File: src/rtl/vfu_result_wb_arbiter.sv
// rtl/vfu_result_wb_arbiter.sv - ALU/MFPU result buffering and round-robin VRF write-back arbitration

module vfu_wb_fifo #(
    parameter int unsigned Width   = 8,
    parameter int unsigned IdWidth = 1,
    parameter int unsigned Depth   = 2
) (
    input  logic               clk_i,
    input  logic               rst_ni,
    input  logic               s_tvalid_i,
    input  logic [Width-1:0]   s_tdata_i,
    output logic               full_o,
    output logic               m_tvalid_o,
    output logic [Width-1:0]   m_tdata_o,
    input  logic               m_tready_i,
    output logic               nxt_valid_o [Depth],
    output logic [IdWidth-1:0] nxt_id_o [Depth]
);
    // A depth of 1 has no natural pointer bits, so keep one bit and wrap explicitly.
    localparam int unsigned PtrW = (Depth > 1) ? $clog2(Depth) : 1;
    localparam int unsigned CntW = $clog2(Depth) + 1;

    logic [Width-1:0] mem_q [Depth];
    logic [Width-1:0] mem_d [Depth];
    logic [PtrW-1:0]  rptr_q, rptr_d, wptr_q, wptr_d;
    logic [CntW-1:0]  cnt_q, cnt_d;
    logic             push, pop;

    function automatic logic [PtrW-1:0] ptr_inc(input logic [PtrW-1:0] p);
        return (p == PtrW'(Depth - 1)) ? '0 : p + PtrW'(1);
    endfunction

    assign full_o     = (cnt_q == CntW'(Depth));
    assign m_tvalid_o = (cnt_q != '0);
    assign m_tdata_o  = mem_q[rptr_q];
    assign push       = s_tvalid_i & ~full_o;
    assign pop        = m_tready_i & m_tvalid_o;

    always_comb begin
        mem_d  = mem_q;
        rptr_d = rptr_q;
        wptr_d = wptr_q;
        if (push) begin
            mem_d[wptr_q] = s_tdata_i;
            wptr_d        = ptr_inc(wptr_q);
        end
        if (pop) begin
            rptr_d = ptr_inc(rptr_q);
        end
        cnt_d = cnt_q + CntW'(push) - CntW'(pop);
    end

    // Occupancy after this cycle's push/pop, so the owner can register a pending view.
    always_comb begin
        logic [PtrW-1:0] off;
        for (int i = 0; i < Depth; i++) begin
            off            = PtrW'(i) - rptr_d;
            nxt_valid_o[i] = (CntW'(off) < cnt_d);
            nxt_id_o[i]    = mem_d[i][Width-1 -: IdWidth];
        end
    end

    always_ff @(posedge clk_i or negedge rst_ni) begin
        if (!rst_ni) begin
            for (int i = 0; i < Depth; i++) begin
                mem_q[i] <= '0;
            end
            rptr_q <= '0;
            wptr_q <= '0;
            cnt_q  <= '0;
        end else begin
            mem_q  <= mem_d;
            rptr_q <= rptr_d;
            wptr_q <= wptr_d;
            cnt_q  <= cnt_d;
        end
    end
endmodule

module vfu_result_wb_arbiter #(
    parameter int unsigned DataWidth = 64,
    parameter int unsigned AddrWidth = 10,
    parameter int unsigned NrVInsn   = 8,
    parameter int unsigned FifoDepth = 2,
    localparam int unsigned VidWidth = (NrVInsn > 1) ? $clog2(NrVInsn) : 1,
    localparam int unsigned BeWidth  = DataWidth / 8
) (
    input  logic                 clk_i,
    input  logic                 rst_ni,
    input  logic                 alu_result_req_i,
    input  logic [VidWidth-1:0]  alu_result_id_i,
    input  logic [AddrWidth-1:0] alu_result_addr_i,
    input  logic [DataWidth-1:0] alu_result_wdata_i,
    input  logic [BeWidth-1:0]   alu_result_be_i,
    output logic                 alu_result_gnt_o,
    input  logic                 mfpu_result_req_i,
    input  logic [VidWidth-1:0]  mfpu_result_id_i,
    input  logic [AddrWidth-1:0] mfpu_result_addr_i,
    input  logic [DataWidth-1:0] mfpu_result_wdata_i,
    input  logic [BeWidth-1:0]   mfpu_result_be_i,
    output logic                 mfpu_result_gnt_o,
    output logic                 vrf_req_o,
    output logic [VidWidth-1:0]  vrf_id_o,
    output logic [AddrWidth-1:0] vrf_addr_o,
    output logic [DataWidth-1:0] vrf_wdata_o,
    output logic [BeWidth-1:0]   vrf_be_o,
    output logic                 vrf_src_o,
    input  logic                 vrf_gnt_i,
    output logic [NrVInsn-1:0]   wb_pending_o
);
    localparam int unsigned EntW = VidWidth + AddrWidth + DataWidth + BeWidth;

    logic                alu_full, mfpu_full, alu_valid, mfpu_valid;
    logic                alu_pop, mfpu_pop, vrf_pop, sel;
    logic [EntW-1:0]     alu_head, mfpu_head, out_entry;
    logic                alu_nxt_valid [FifoDepth];
    logic                mfpu_nxt_valid [FifoDepth];
    logic [VidWidth-1:0] alu_nxt_id [FifoDepth];
    logic [VidWidth-1:0] mfpu_nxt_id [FifoDepth];

    logic               lock_q, lock_d, lock_src_q, lock_src_d, rr_q, rr_d;
    logic [NrVInsn-1:0] pending_q, pending_d;

    // Grants depend only on registered fullness; reset gating keeps them low while in reset.
    assign alu_result_gnt_o  = alu_result_req_i & ~alu_full & rst_ni;
    assign mfpu_result_gnt_o = mfpu_result_req_i & ~mfpu_full & rst_ni;

    vfu_wb_fifo #(.Width(EntW), .IdWidth(VidWidth), .Depth(FifoDepth)) i_alu_fifo (
        .clk_i       (clk_i),
        .rst_ni      (rst_ni),
        .s_tvalid_i  (alu_result_gnt_o),
        .s_tdata_i   ({alu_result_id_i, alu_result_addr_i, alu_result_wdata_i, alu_result_be_i}),
        .full_o      (alu_full),
        .m_tvalid_o  (alu_valid),
        .m_tdata_o   (alu_head),
        .m_tready_i  (alu_pop),
        .nxt_valid_o (alu_nxt_valid),
        .nxt_id_o    (alu_nxt_id)
    );

    vfu_wb_fifo #(.Width(EntW), .IdWidth(VidWidth), .Depth(FifoDepth)) i_mfpu_fifo (
        .clk_i       (clk_i),
        .rst_ni      (rst_ni),
        .s_tvalid_i  (mfpu_result_gnt_o),
        .s_tdata_i   ({mfpu_result_id_i, mfpu_result_addr_i, mfpu_result_wdata_i, mfpu_result_be_i}),
        .full_o      (mfpu_full),
        .m_tvalid_o  (mfpu_valid),
        .m_tdata_o   (mfpu_head),
        .m_tready_i  (mfpu_pop),
        .nxt_valid_o (mfpu_nxt_valid),
        .nxt_id_o    (mfpu_nxt_id)
    );

    always_comb begin
        sel = rr_q;
        if (lock_q) begin
            sel = lock_src_q;
        end else if (alu_valid && !mfpu_valid) begin
            sel = 1'b0;
        end else if (!alu_valid && mfpu_valid) begin
            sel = 1'b1;
        end
    end

    assign vrf_req_o = lock_q | alu_valid | mfpu_valid;
    assign vrf_pop   = vrf_req_o & vrf_gnt_i;
    assign alu_pop   = vrf_pop & ~sel;
    assign mfpu_pop  = vrf_pop & sel;
    assign out_entry = vrf_req_o ? (sel ? mfpu_head : alu_head) : '0;
    assign vrf_src_o = vrf_req_o & sel;
    assign {vrf_id_o, vrf_addr_o, vrf_wdata_o, vrf_be_o} = out_entry;

    always_comb begin
        lock_d     = lock_q;
        lock_src_d = lock_src_q;
        rr_d       = rr_q;
        if (vrf_pop) begin
            lock_d = 1'b0;
            rr_d   = ~sel;
        end else if (vrf_req_o) begin
            lock_d     = 1'b1;
            lock_src_d = sel;
        end
    end

    always_comb begin
        pending_d = '0;
        for (int i = 0; i < FifoDepth; i++) begin
            if (alu_nxt_valid[i]) pending_d[alu_nxt_id[i]] = 1'b1;
            if (mfpu_nxt_valid[i]) pending_d[mfpu_nxt_id[i]] = 1'b1;
        end
    end

    assign wb_pending_o = pending_q;

    always_ff @(posedge clk_i or negedge rst_ni) begin
        if (!rst_ni) begin
            lock_q     <= 1'b0;
            lock_src_q <= 1'b0;
            rr_q       <= 1'b0;
            pending_q  <= '0;
        end else begin
            lock_q     <= lock_d;
            lock_src_q <= lock_src_d;
            rr_q       <= rr_d;
            pending_q  <= pending_d;
        end
    end
endmodule
File: config.mk
export PLATFORM = sky130hd
export DESIGN_NAME = vfu_result_wb_arbiter
export DESIGN_NICKNAME = d
export VERILOG_FILES = /design/src/rtl/vfu_result_wb_arbiter.sv
export SDC_FILE = /design/constraint.sdc
export NUM_CORES = 1
export LEC_CHECK = 0
export CORE_MARGIN = 2
export CORE_UTILIZATION = 49
export CTS_CLUSTER_DIAMETER = 200
export DETAILED_ROUTE_END_ITERATION = 6
export MAX_ROUTING_LAYER = met4
export PLACE_DENSITY = 0.87
export SKIP_CTS_REPAIR_TIMING = 1
export SYNTH_ARGS = -nofsm -noshare
export SYNTH_HDL_FRONTEND = slang
export SYNTH_HIERARCHICAL = 1
export SYNTH_SLANG_ARGS = --single-unit
export TNS_END_PERCENT = 100
File: constraint.sdc
create_clock -name clk_i -period 3.6 [get_ports clk_i]
set_clock_uncertainty 0.2 [all_clocks]
set_input_delay 0.36 -clock clk_i [delete_from_list [all_inputs] [get_ports clk_i]]
set_output_delay 0.36 -clock clk_i [all_outputs]
set_load 0.03 [all_outputs]
Yosys cells after proc, flatten, opt, wreduce, memory -nomap -nowiden:

Cells that the tools add are included.

* flip-flop bits (word level): 359
* bits of input ports: 175

* $add $sub $neg: 12
* $lt $le $gt $ge: 18
* equality and inequality tests: 2
* muxes and demuxes: 39
* bitwise gates (word level): 25
* reductions and logical operators: 14

Operator list (count)
* $mux 85: 10
* $bwmux 170: 2
* $mux 170: 2
* $demux 85 s1: 2
* $mux 8: 4
* $or 8x8->8: 3
* $lt 3x4->1 const B: 4
* $mux 1: 15
* $and 1x1->1: 12
* $demux 1 s3: 4
* $ge 3x1->1 const B: 4
* $ge 2x2->1 const B: 4
* $logic_and 1x1->1: 8
* $lt 1x2->1: 4
* $not 1->2: 4
* $reduce_bool 2->1: 3
* $add 1x1->1 const B: 4
* $add 2x1->2: 2
* $eq 2x2->1 const B: 2
* $lt 2x1->1 const B: 2
* $not 1->1: 4
* $sub 1x1->1 const A: 4
* $sub 2x1->2: 2
* $logic_not 1->1: 2
* other kinds (2): 3

Logic depth before layout (Yosys ltp):

Gate-level depths: netlist of run 1.

* depth in word-level cells: 19
* depth in mapped cells: 18
* mapped depth without buffers: 17

Modules after synthesis:

Netlist of run 1, hierarchy kept.

Modules (own cells, without submodules)
* vfu_wb_fifo (i_mfpu_fifo): instances 1, cells an instance 481, area each 7608.5 um^2
* vfu_wb_fifo (i_alu_fifo): instances 1, cells an instance 475, area each 7542.2 um^2
* vfu_result_wb_arbiter: instances 1, cells an instance 378, area each 2232.1 um^2

Least setup slack after synthesis of run 1:

No wires, ideal clock.

* kind: reg2reg
* from: register i_mfpu_fifo.cnt_q[0]
* to: register pending_q[3] (netlist: wb_pending_o[3])
* library setup time: 0.138 ns
* arrival: 3.200 ns
* required time: 3.262 ns
* path slack: 0.062 ns
* cell stages (with the launch flop): 17
* path buffers: 2
* clock period less this slack: 3.538 ns
* cells stage by stage: dfrtp_1 > or2_2 > nor2b_2 > o211a_4 > buf_12 > buf_6 > nor2_2 > nor2_1 > a211oi_1 > nor2_1 > ha_1 > a211oi_1 > o22ai_1 > nor2b_1 > and3_1 > a31oi_1 > o221ai_1

RTL lines
* start: declaration: RTL line 26 `logic [CntW-1:0] cnt_q, cnt_d;`
* start signal: assignment: RTL line 75 `cnt_q <= cnt_d;`
* end signal: assignment: RTL line 206 `pending_q <= pending_d;`
* end: declaration: RTL line 122 `logic [NrVInsn-1:0] pending_q, pending_d;`

Worst setup path in the final report of run 1:

* from: register i_alu_fifo.cnt_q[1]
* to: output vrf_src_o

* cells in the longest elaborated chain, start to end: 7
* elaborated cells between the ends (all ways): 10
* those cells by class: 3 x mux; 3 x bitwise; 4 x reduce/logical

Ends and longest elaborated chain
* start: declaration: RTL line 26
* start signal: assignment: RTL line 75
* $reduce_bool 2->1 (*): RTL line 34 `assign m_tvalid_o = (cnt_q != '0);`
* named net alu_valid: RTL line 113 `logic alu_full, mfpu_full, alu_valid, mfpu_valid;`
* $logic_not 1->1: RTL line 160 `end else if (!alu_valid && mfpu_valid) begin`
* $logic_and 1x1->1: RTL line 160
* $mux 1: RTL line 160
* $mux 1: RTL line 158 `end else if (alu_valid && !mfpu_valid) begin`
* $mux 1: RTL line 156 `if (lock_q) begin`
* $and 1x1->1 (*): RTL line 170 `assign vrf_src_o = vrf_req_o & sel;`
* end: declaration: RTL line 107 `output logic vrf_src_o,`

Mark *: on every way through the listed nets, which the timed path passes. The rest lies on a longest branch.

==> impl_metrics.tcl, run 1 <==
set metrics [dict create \
    status "completed" \
    min_to "lock_q" \
    finalWorstSetupSlack_ns 0.1801 \
    path_max_fanout 87 \
    wire_per_inst_um 22.48 \
    crit_chain "or2_2 > nor3_4 > clkbuf_8 > nor2_1 > clkdlybuf4s50_1" \
    vias 11990 \
    die_x_um 192.4 \
    r2r-end "wb_pending_o[0]" \
    layout-drive-gt1-share_pct 33.52 \
    maxCapViolations 0 \
    drt_wl_total_um 46380 \
    required_ns 3.04 \
    cp_slowest_cell "clkdlybuf4s50_1" \
    whs_ns 0.2248 \
    cp-start-kind "flip-flop" \
    crit_path_end_kind "output pin" \
    cp_slowest_stage_delay_ns 0.63 \
    finalSetupViolCount 0 \
    cts-buffers-inserted 39 \
    worstSkewPairLatency_ns 0.53 \
    clkTransAtPathRegs_ns 0.06 \
    fin_crit_sh_pct 95.00 \
    die_y_um 192.4 \
    min-delay-start "vrf_gnt_i" \
    finalNetCount 1753 \
    hold_viol_final 0 \
    ys_seq_area_share_pct 51.68 \
    synthTopCellsByArea "dfrtp_1, mux2_2, mux2_1, nand3_1, a21oi_1" \
    hp-class "in -> reg" \
    whs_path_depth 2 \
    synth_area_um2 17380 \
    detail-route-antenna-nets 0 \
    reg2reg_setup_slack_ns 0.18 \
    viasPerCell 5.812 \
    drc 0 \
    drtIter0Drc 708 \
    dp_slack_ns 0.2202 \
    relSlewSlack_pct 23.30 \
    port-buffer-count 271 \
    power-per-cell-area_nw_per_um2 1074 \
    post-dp-hpwl_um 28470 \
    grt_pass1_wl_um 71070 \
    cts_tree "done" \
    syn2layout_area_growth_pct 27.01 \
    antenna_found_initial 6 \
    power_leakage_nw 10.07 \
    synth_cell_types 54 \
    grt_usage_pct 25.24 \
    mappedNetlistNets 1512 \
    worstSetupPathType "reg -> out" \
    period_minus_slack_ns 3.420 \
    die-area_um2 37000 \
    grt_max_degree 183 \
    fp-row-count 68 \
    netlist_instances 1334 \
    grt_pass1_vias 13230 \
    synth_top_area_share_pct 51.68 \
    yosysTopAreaCell "dfrtp_1" \
    start_util_pct 50.08 \
    cts_root_buffer "clkbuf_16" \
    ys_ff_latch 359 \
    cts_buffer_depth 3 \
    max_clock_freq_mhz 292.4 \
    ioPinCount 272 \
    cts_sinks 359 \
    timing.rr.start "i_alu_fifo/cnt_q[1]" \
    globalRouteOverflowTotal 0 \
    core_region_area_um2 34710 \
    avgSynthCellArea_um2 13.03 \
    tightestPinTransition_ns 1.150 \
    cp.arrival_ns 2.86 \
    drt_pass1_iterations 5 \
    reg2reg_depth 16 \
    routabilityCongestion 0.8871 \
    peakVddDrop_mv 0.9079 \
    yosys_warnings 6 \
    htreeDepth 2 \
    report.final.slew_viol_count 0 \
]
-- synth_stat cells, drive strengths merged --
library cell    n
a41oi           1
and3            1
o221ai          4
nor2           12
nand3          89
o32ai           1
nor2b          10
inv             8
a211oi          2
nand3b          1
o211ai          4
xnor2           5
a31oi           3
mux2          510
nand2          11
o21a            1
a21bo           1
o22ai           1
nor3b           1
a22o            1
nand2b          9
nand4           1
ha              3
or2             3
dfrtp         359
nor4bb          1
and2            2
a21o            1
a21oi          86
and3b           1
buf            82
o2bb2ai         1
o21ai          90
nor3            3
o211a           1
or3             1
a221o           1
clkbuf         19
o21bai          1
a22oi           2
-- critical path, delay by kind of cell (launching register included) --
| family | cells | cell delay [ns] |
|---|---|---|
| buf+inv | 2 | 1.22 |
| simple gates | 3 | 0.66 |
| flops | 1 | 0.42 |
-- logic make-up (layout without fill, tap and decap cells) --
logic type      count (synthesis)  after routing  share of synthesized area (%)
xor+xnor                        5              5                         0.2519
buf+inv                       109            377                          3.872
simple gates                  146            146                          4.556
mux                           510            510                          33.04
other cells                     0              6                              0
fa+ha+maj                       3              3                         0.2160
flops                         359            359                          51.68
compound gates                202            202                          6.385
-- routing by layer --
| metal | GRT usage (%) | share of wire, % |
|---|---|---|
| met5 | - | 0 |
| met4 | 8.691 | 2.8 |
| met3 | 6.965 | 7.4 |
| met2 | 41.80 | 50 |
| met1 | 29.68 | 40 |
-- power breakdown --
group	internal (mW)	switching (mW)	total (mW)
combinational	5.95	6.46	12.4
clock	2.42	1.62	4.04
sequential	6.10	1.17	7.27
-- worst max-delay path by stage --
| stage | from | to | depth (start not counted) | slack (ns) |
|---|---|---|---|---|
| CTS | i_alu_fifo/cnt_q[1] | vrf_wdata_o[4] | 7 | -0.25 |
| finish | i_alu_fifo/cnt_q[1] | vrf_src_o | 5 | 0.18 |
| global route | i_alu_fifo/cnt_q[1] | wb_pending_o[0] | 16 | -0.08 |
| detailed placement | i_alu_fifo/cnt_q[1] | wb_pending_o[3] | 15 | 0.22 |
| floorplan | i_mfpu_fifo/cnt_q[0] | wb_pending_o[3] | 16 | 0.06 |
| global placement | i_alu_fifo/cnt_q[1] | wb_pending_o[3] | 15 | 0.29 |
-- layout by cell type, fill, tap and decap left out, drive strengths merged, types with 2 or more instances in the layout --
master / n
mux2: 510
dfrtp: 359
clkdlybuf4s50: 185
o21ai: 90
nand3: 89
a21oi: 86
dlymetal6s2s: 85
clkbuf: 57
buf: 28
nor2: 12
nand2: 11
nor2b: 10
inv: 10
nand2b: 9
clkinv: 7
diode: 6
xnor2: 5
o221ai: 4
o211ai: 4
or2: 3
a31oi: 3
bufinv: 3
ha: 3
nor3: 3
a22oi: 2
and2: 2
a211oi: 2
-- per-stage QoR --
| step | instance area, um^2 | power (mW) | TNS, ns | cells | utilization, % |
|---|---|---|---|---|---|
| 2_1_floorplan | 17380 | 15.34 | 0 | 1334 | - |
| 3_3_place_gp | 20460 | 19.13 | 0 | 1987 | 58.94 |
| 3_5_place_dp | 20460 | 19.62 | 0 | 1987 | 58.94 |
| 4_1_cts | 21760 | 23.77 | -13.85 | 2055 | 62.68 |
| 5_1_grt | 22080 | 25.00 | -0.07705 | 2063 | 63.60 |
| 6_report | 22080 | 23.72 | 0 | 2063 | 63.60 |
-- cell type report --
cell class | count | area, um^2
Clock inverter | 13 | 161.4
Multi-Input combinational cell | 866 | 7812
Fill cell | 2510 | 12640
Timing Repair Buffer | 301 | 3361
Clock buffer | 55 | 1137
Tap cell | 455 | 569.3
Inverter | 8 | 30.03
Sequential cell | 359 | 8991
Antenna cell | 6 | 15.01
No activity file was read; power rests on OpenSTA's default activity.
==> inputs of run 2 (changes only) <==
--- a/config.mk
+++ b/config.mk
@@ -6,11 +6,12 @@
 export NUM_CORES = 1
 export LEC_CHECK = 0
 export CORE_MARGIN = 2
-export CORE_UTILIZATION = 49
+export CORE_UTILIZATION = 54
 export CTS_CLUSTER_DIAMETER = 200
 export DETAILED_ROUTE_END_ITERATION = 6
+export GPL_ROUTABILITY_DRIVEN = 0
 export MAX_ROUTING_LAYER = met4
-export PLACE_DENSITY = 0.87
+export PLACE_DENSITY = 0.9
 export SKIP_CTS_REPAIR_TIMING = 1
 export SYNTH_ARGS = -nofsm -noshare
 export SYNTH_HDL_FRONTEND = slang
==> constraint.sdc (replaced) <==
create_clock -name clk_i -period 3.9 [get_ports clk_i]
set_clock_uncertainty 0.2 [all_clocks]
set_input_delay 0.39 -clock clk_i [delete_from_list [all_inputs] [get_ports clk_i]]
set_output_delay 0.39 -clock clk_i [all_outputs]
set_load 0.03 [all_outputs]
==> impl_metrics.tcl, run 2 (same netlist as run 1, synthesis figures left out) <==
set metrics [dict create \
    fill_cells 2156 \
    layout_commonest_cell "mux2_2" \
    cts-buffers-inserted 40 \
    drt_pass1_iterations 5 \
    start_util_pct 54.95 \
    use_met1_pct 32.78 \
    crit_chain "or2_2 > nor2b_2 > o211a_4 > buf_16 > o21ai_1 > a21oi_1 > clkdlybuf4s50_1" \
    vias 11950 \
    globalRouteOverflowTotal 0 \
    path_max_fanout 85 \
    grt.busiest_layer "met2" \
    wire_per_inst_um 21.93 \
    htreeDepth 2 \
    cts_root_buffer "clkbuf_16" \
    post-dp-hpwl_um 27140 \
    power_leakage_nw 9.092 \
    antenna_found_initial 7 \
    worstSkewPairLatency_ns 0.52 \
    max_clock_freq_mhz 261.1 \
    layout-drive-gt1-share_pct 32.83 \
    crit_path_end_kind "output pin" \
    worstSetupPathType "reg -> out" \
    port-buffer-count 271 \
    die_x_um 183.4 \
    hold_viol_final 0 \
    most-common-layout-cells "mux2_2, dfrtp_1, clkdlybuf4s50_1, mux2_1, nand3_1" \
    status "completed" \
    fp-row-count 65 \
    peakVddDrop_mv 0.7326 \
    power.total_mw 21.84 \
    grt_pass1_vias 12910 \
    cp_slowest_cell "clkdlybuf4s50_1" \
    cp-start-kind "flip-flop" \
    grt_max_degree 173 \
    dp.cells 1924 \
    ioPinCount 272 \
    die-area_um2 33640 \
    fin_area_um2 21700 \
    cp.arrival_ns 3.24 \
    required_ns 3.31 \
    critPathTopFamily "buffers and inverters" \
    cts_tree "done" \
    met3_usage_pct 6.597 \
    die_y_um 183.4 \
    grt_util_met2_pct 43.83 \
    drtIter0Drc 726 \
    maxCapViolations 0 \
    period_minus_slack_ns 3.830 \
    fin_crit_sh_pct 98.20 \
    syn2layout_area_growth_pct 24.86 \
    clkTransAtPathRegs_ns 0.06 \
    viasPerCell 5.960 \
    cp_slowest_stage_delay_ns 0.74 \
    drc 0 \
    core_region_area_um2 31640 \
    tightestPinTransition_ns 1.003 \
    finalNetCount 1743 \
    grt_usage_pct 26.71 \
    report.final.slew_viol_count 0 \
    finalSetupViolCount 0 \
    cts_sinks 359 \
    cts_buffer_depth 3 \
    grt_pass1_wl_um 69090 \
    power-per-cell-area_nw_per_um2 1006 \
    hp-class "in -> async" \
    relSlewSlack_pct 33.13 \
    stdcell_count 2005 \
    drt_wl_total_um 43960 \
    detail-route-antenna-nets 0 \
    dpl_cell_area_um2 20280 \
    setup_tns_ns 0 \
    path_buf_inv 2 \
]
## run 2: layout make-up
class / count / area (um^2) / share of cell area [%]
Multi-Input combinational cell: 866 / 7774 / 35.82
Tap cell: 402 / 503.0 / 2.317
Clock inverter: 14 / 156.4 / 0.7206
Clock buffer: 59 / 1204 / 5.546
Timing Repair Buffer: 290 / 3029 / 13.96
Sequential cell: 359 / 8991 / 41.42
Antenna cell: 7 / 17.52 / 0.08071
Inverter: 8 / 30.03 / 0.1384
## run 2: power breakdown
group          internal, mW  leakage [nW]  switching (mW)  total [mW]
registers              5.63          4.29            1.03        6.66
logic                  5.47          4.12            5.88        11.3
clock network          2.34         0.680            1.50        3.84
total                  13.4          9.09            8.40        21.8
## run 2: path summary, 6_finish.rpt
path                                            from               to  slack, ns  cells after the start
worst max-delay path             i_alu_fifo/cnt_q[1]    vrf_addr_o[9]       0.07                      7
worst min-delay path                          rst_ni        async pin       0.18                      2
worst max register to register  i_mfpu_fifo/cnt_q[0]  wb_pending_o[3]       0.26                     14
worst min register to register             flip-flop        flip-flop       0.28                      1
max in group asynchronous                     rst_ni        async pin       1.21                      4
min in group clk_i                         vrf_gnt_i           lock_q       0.26                      2
## run 2: metal layers
metal	part of all wire, %	up-vias
li1	-	5317
met1	40	6095
met4	2.7	0
met2	49	451
met3	7.8	87
met5	0	-
## run 2: metrics by stage
stage	setup WS, ns	util, %	hold WS [ns]
floorplan	0.3621	-	-0.1056
global placement	0.4156	64.11	0.08699
detailed placement	0.2394	64.11	0.09089
CTS	-0.002270	68.41	-0.4622
global route	-0.001777	68.61	0.2101
finish	0.07027	68.61	0.1808
==> inputs of run 3 (changes only) <==
--- a/config.mk
+++ b/config.mk
@@ -12,7 +12,6 @@
 export GPL_ROUTABILITY_DRIVEN = 0
 export MAX_ROUTING_LAYER = met4
 export PLACE_DENSITY = 0.9
-export SKIP_CTS_REPAIR_TIMING = 1
 export SYNTH_ARGS = -nofsm -noshare
 export SYNTH_HDL_FRONTEND = slang
 export SYNTH_HIERARCHICAL = 1
==> impl_metrics.tcl, run 3 (same netlist as run 1, synthesis figures left out) <==
set metrics [dict create \
    cts_buffer_depth 3 \
    finalSetupViolCount 0 \
    fp-row-count 65 \
    met3_usage_pct 6.597 \
    maxCapViolations 0 \
    syn2layout_area_growth_pct 24.84 \
    grt_pass1_vias 12920 \
    final_core_util_pct 68.59 \
    period_minus_slack_ns 3.840 \
    cts_tree "done" \
    cp-start-kind "flip-flop" \
    power_leakage_nw 9.082 \
    drt_wl_total_um 44020 \
    power_frac_seq_pct 30.5 \
    grt_util_met2_pct 43.85 \
    drtIter0Drc 706 \
    htreeDepth 2 \
    fin_crit_sh_pct 98.46 \
    netSwitchingFraction_pct 38.49 \
    most-common-layout-cells "mux2_2, dfrtp_1, clkdlybuf4s50_1, mux2_1, nand3_1" \
    cts-buffers-inserted 40 \
    drt_pass1_iterations 5 \
    crit_path_end_kind "output pin" \
    vias 11930 \
    peakVddDrop_mv 0.7311 \
    wire_per_inst_um 21.96 \
    hold_viol_final 0 \
    drc 0 \
    pwr-share-clk_pct 17.6 \
    hp-class "in -> async" \
    die_x_um 183.4 \
    relSlewSlack_pct 33.31 \
    die-area_um2 33640 \
    stdcell_count 2005 \
    core_region_area_um2 31640 \
    finalNetCount 1743 \
    ioPinCount 272 \
    layout_commonest_cell "mux2_2" \
    grt_max_degree 173 \
    post-dp-hpwl_um 27140 \
    grt_usage_pct 26.72 \
    whs_ns 0.1799 \
    layout-drive-gt1-share_pct 32.83 \
    switching_power_mw 8.404 \
    setup_tns_ns 0 \
    path_max_fanout 85 \
    p_comb_share_pct 51.9 \
    grt.busiest_layer "met2" \
    grt_pass1_wl_um 69110 \
    worstSetupPathType "reg -> out" \
    port-buffer-count 271 \
    cp.arrival_ns 3.25 \
    cts_sinks 359 \
    status "completed" \
    required_ns 3.31 \
    tightestPinTransition_ns 1.000 \
    reg2reg_depth 14 \
    p_int_mw 13.43 \
    detail-route-antenna-nets 0 \
    antenna_found_initial 7 \
    postCtsSetupBuffers 0 \
    cts_root_buffer "clkbuf_16" \
    clkTransAtPathRegs_ns 0.06 \
    die_y_um 183.4 \
    worstSkewPairLatency_ns 0.52 \
    start_util_pct 54.95 \
    max_clock_freq_mhz 260.4 \
    use_met1_pct 32.79 \
    globalRouteOverflowTotal 0 \
    dp.cells 1924 \
    power-per-cell-area_nw_per_um2 1006 \
    viasPerCell 5.948 \
    report.final.slew_viol_count 0 \
]
## run 3: cell types whose count changed in the layout (fill, tap and decap cells not counted), sizes merged
| cell | change |
|---|---|
| dlygate4sd2 | +1 |
| dlymetal6s2s | -1 |
## run 3: power by group through the flow
stage	Sequential, mW	Clock, mW	Combinational (mW)
global placement	6.49	0	11.0
detailed placement	6.69	0	11.2
finish	6.66	3.84	11.3
floorplan	6.32	0	7.84
CTS	6.65	3.89	11.4
global route	6.87	4.06	12.0
## run 3: per-stage QoR
step,setup slack [ns],total power [mW],area (um^2)
after global routing,-0.001777,22.96,21700
final,0.06011,21.84,21700
after detailed placement,0.2394,17.93,20280
after CTS,0.03130,21.90,21650
after global placement,0.4156,17.50,20280
after floorplan,0.3621,14.16,17380
## run 3: final cells by class
type | instances | area [um^2]
diodes | 7 | 17.52
clock buffers | 59 | 1204
clock inverters | 14 | 156.4
fillers | 2157 | 9936
inverters | 8 | 30.03
multi-input cells | 866 | 7774
flip-flops and latches | 359 | 8991
well taps | 402 | 503.0
repair buffers | 290 | 3025
## run 3: per-layer routing
metal / part of all wire [%] / wire (um)
met5: 0 / 0
met2: 49 / 21620
met1: 41 / 17890
met4: 2.8 / 1215
met3: 7.5 / 3288
## run 3: path summary, 6_finish.rpt
path                                      start              end  slack [ns]
hold / removal                           rst_ni        async pin        0.18
setup / recovery            i_alu_fifo/cnt_q[1]    vrf_addr_o[9]        0.06
max in group asynchronous                rst_ni        async pin        1.20
hold reg to reg                       flip-flop        flip-flop        0.28
setup reg to reg           i_mfpu_fifo/cnt_q[0]  wb_pending_o[3]        0.26
min in group clk_i                    vrf_gnt_i           lock_q        0.26
## run 3: timing repair
action / 4_1_cts / 5_1_grt
hold buffers: 1 / 0
endpoints found under the setup margin: 1 / 21
gates resized for setup: 1 / 9
endpoints found under the hold margin: 35 / 0
## run 3: worst max-delay path, stage by stage, from the launching register on
cell and delay, ns:
dfrtp_1 0.42, or2_2 0.37, nor2b_2 0.23, o211a_4 0.22
buf_16 0.32, o21ai_1 0.13, a21oi_1 0.28, clkdlybuf4s50_1 0.74
==> edit (config.mk and constraints of run 3) <==
Change the parameter `DataWidth` from 64 to 128.
--- a/src/rtl/vfu_result_wb_arbiter.sv
+++ b/src/rtl/vfu_result_wb_arbiter.sv
@@ -80,3 +80,3 @@
 module vfu_result_wb_arbiter #(
-    parameter int unsigned DataWidth = 64,
+    parameter int unsigned DataWidth = 128,
     parameter int unsigned AddrWidth = 10,
Interface: changed (6 resized); port bits go from 272 to 488. No check against the original RTL was run, so the function may have changed too.
==> edit against run 3 <==
Wire length rose by 92%. Utilization is 0.45 points lower. Power is 83% higher. Sequential power rose by 80%. Synthesized area rose by 80%. Sequential cell count grew 288. Sequential share of layout area fell by 0.15 points. Synthesized cell count increased by 74%. Critical path depth unchanged. Global-route usage increased by 2.0 points. Design area rose by 81%. Combinational power grew 87%. Setup slack improved by 11 ps. Critical path type unchanged. Critical endpoint is now vrf_addr_o[4].
==> edit: results <==
group,metric,value,unit
run_status,status,"complete, no violations",
clocking,cts_resized,117,
grt,use_met3,0.05937,
grt,grt_max_degree,185,
final_layout,clock_buffers,101,
critical_path,cp_max_fo,18,
detailed_routing,wl_per_cell,23.44,µm
synth,yosysUniqueCellTypes,47,
final_layout,fillCellCount,3875,
power,p_sw_frac,0.4004,
power,power.density,1016,nW/µm²
timing,worstMarginPinSlew,1006,ps
synth,synth_area_leaders,"dfrtp_1, mux2_2, mux2_1, mux2i_1, nand2_1",
grt,grt_pass1_vias,22420,
synth,syn_nets,2643,
clocking,clock_latency,590,ps
synth,ys_seq_area_frac,0.5167,
detailed_routing,wl_met2,41.49,mm
critical_path,slowest_delay,710,ps
placed_design,io_buffers,487,
final_layout,num_antenna_cells,20,
critical_path,arrival,3240,ps
synth,synth_compound_area_frac,0.006668,
clocking,cts_buffers,69,
final_layout,buffer_area_frac,0.1415,
detailed_routing,wl_met1,34.53,mm
detailed_routing,vias,20600,
synth,yosys-top-cells-count,"mux2_2, dfrtp_1, nand2_1",
final_layout,nets,3090,
final_layout,multi_input_area_share,0.3580,
power,power.leakage,18.00,nW
synth,synth_fa_ha_area_frac,0.001557,
detailed_routing,drt_iter0_drc,1170,
grt,grt_usage,0.2874,
synth,ys_ff_latch,647,
placed_design,hpwlAfterDp,54.84,mm
power,pg_seq,0.0120,W
power,vdd_drop_max,0.001152,V
power,clkPwrFrac,0.171,
final_layout,buffers,533,
detailed_routing,wl_met3,5.783,mm
-- edit: final timing paths --
| kind | slack [ps] | to | startpoint |
|---|---|---|---|
| worst min-delay path | 90 | asynchronous set/reset pin | rst_ni |
| max in group asynchronous | 1420 | asynchronous set/reset pin | rst_ni |
| worst max-delay path | 70 | vrf_addr_o[4] | i_mfpu_fifo/cnt_q[0] |
| min in group clk_i | 210 | register | mfpu_result_addr_i[1] |
| worst max register to register | 160 | wb_pending_o[1] | i_mfpu_fifo/cnt_q[0] |
| worst min register to register | 280 | register | register |
-- edit: per-stage QoR --
stage               worst slack, ps  area (µm²)  utilization  hold WS (ps)  std cells
detailed placement            86.49       36760       0.6384         74.91       3457
finish                        71.14       39240       0.6814         94.83       3605
global placement              369.0       36760       0.6384         74.11       3457
floorplan                     421.0       31340            -        -105.6       2321
global route                -0.4361       39230       0.6813         105.9       3602
CTS                          0.5955       39120       0.6793         58.07       3585
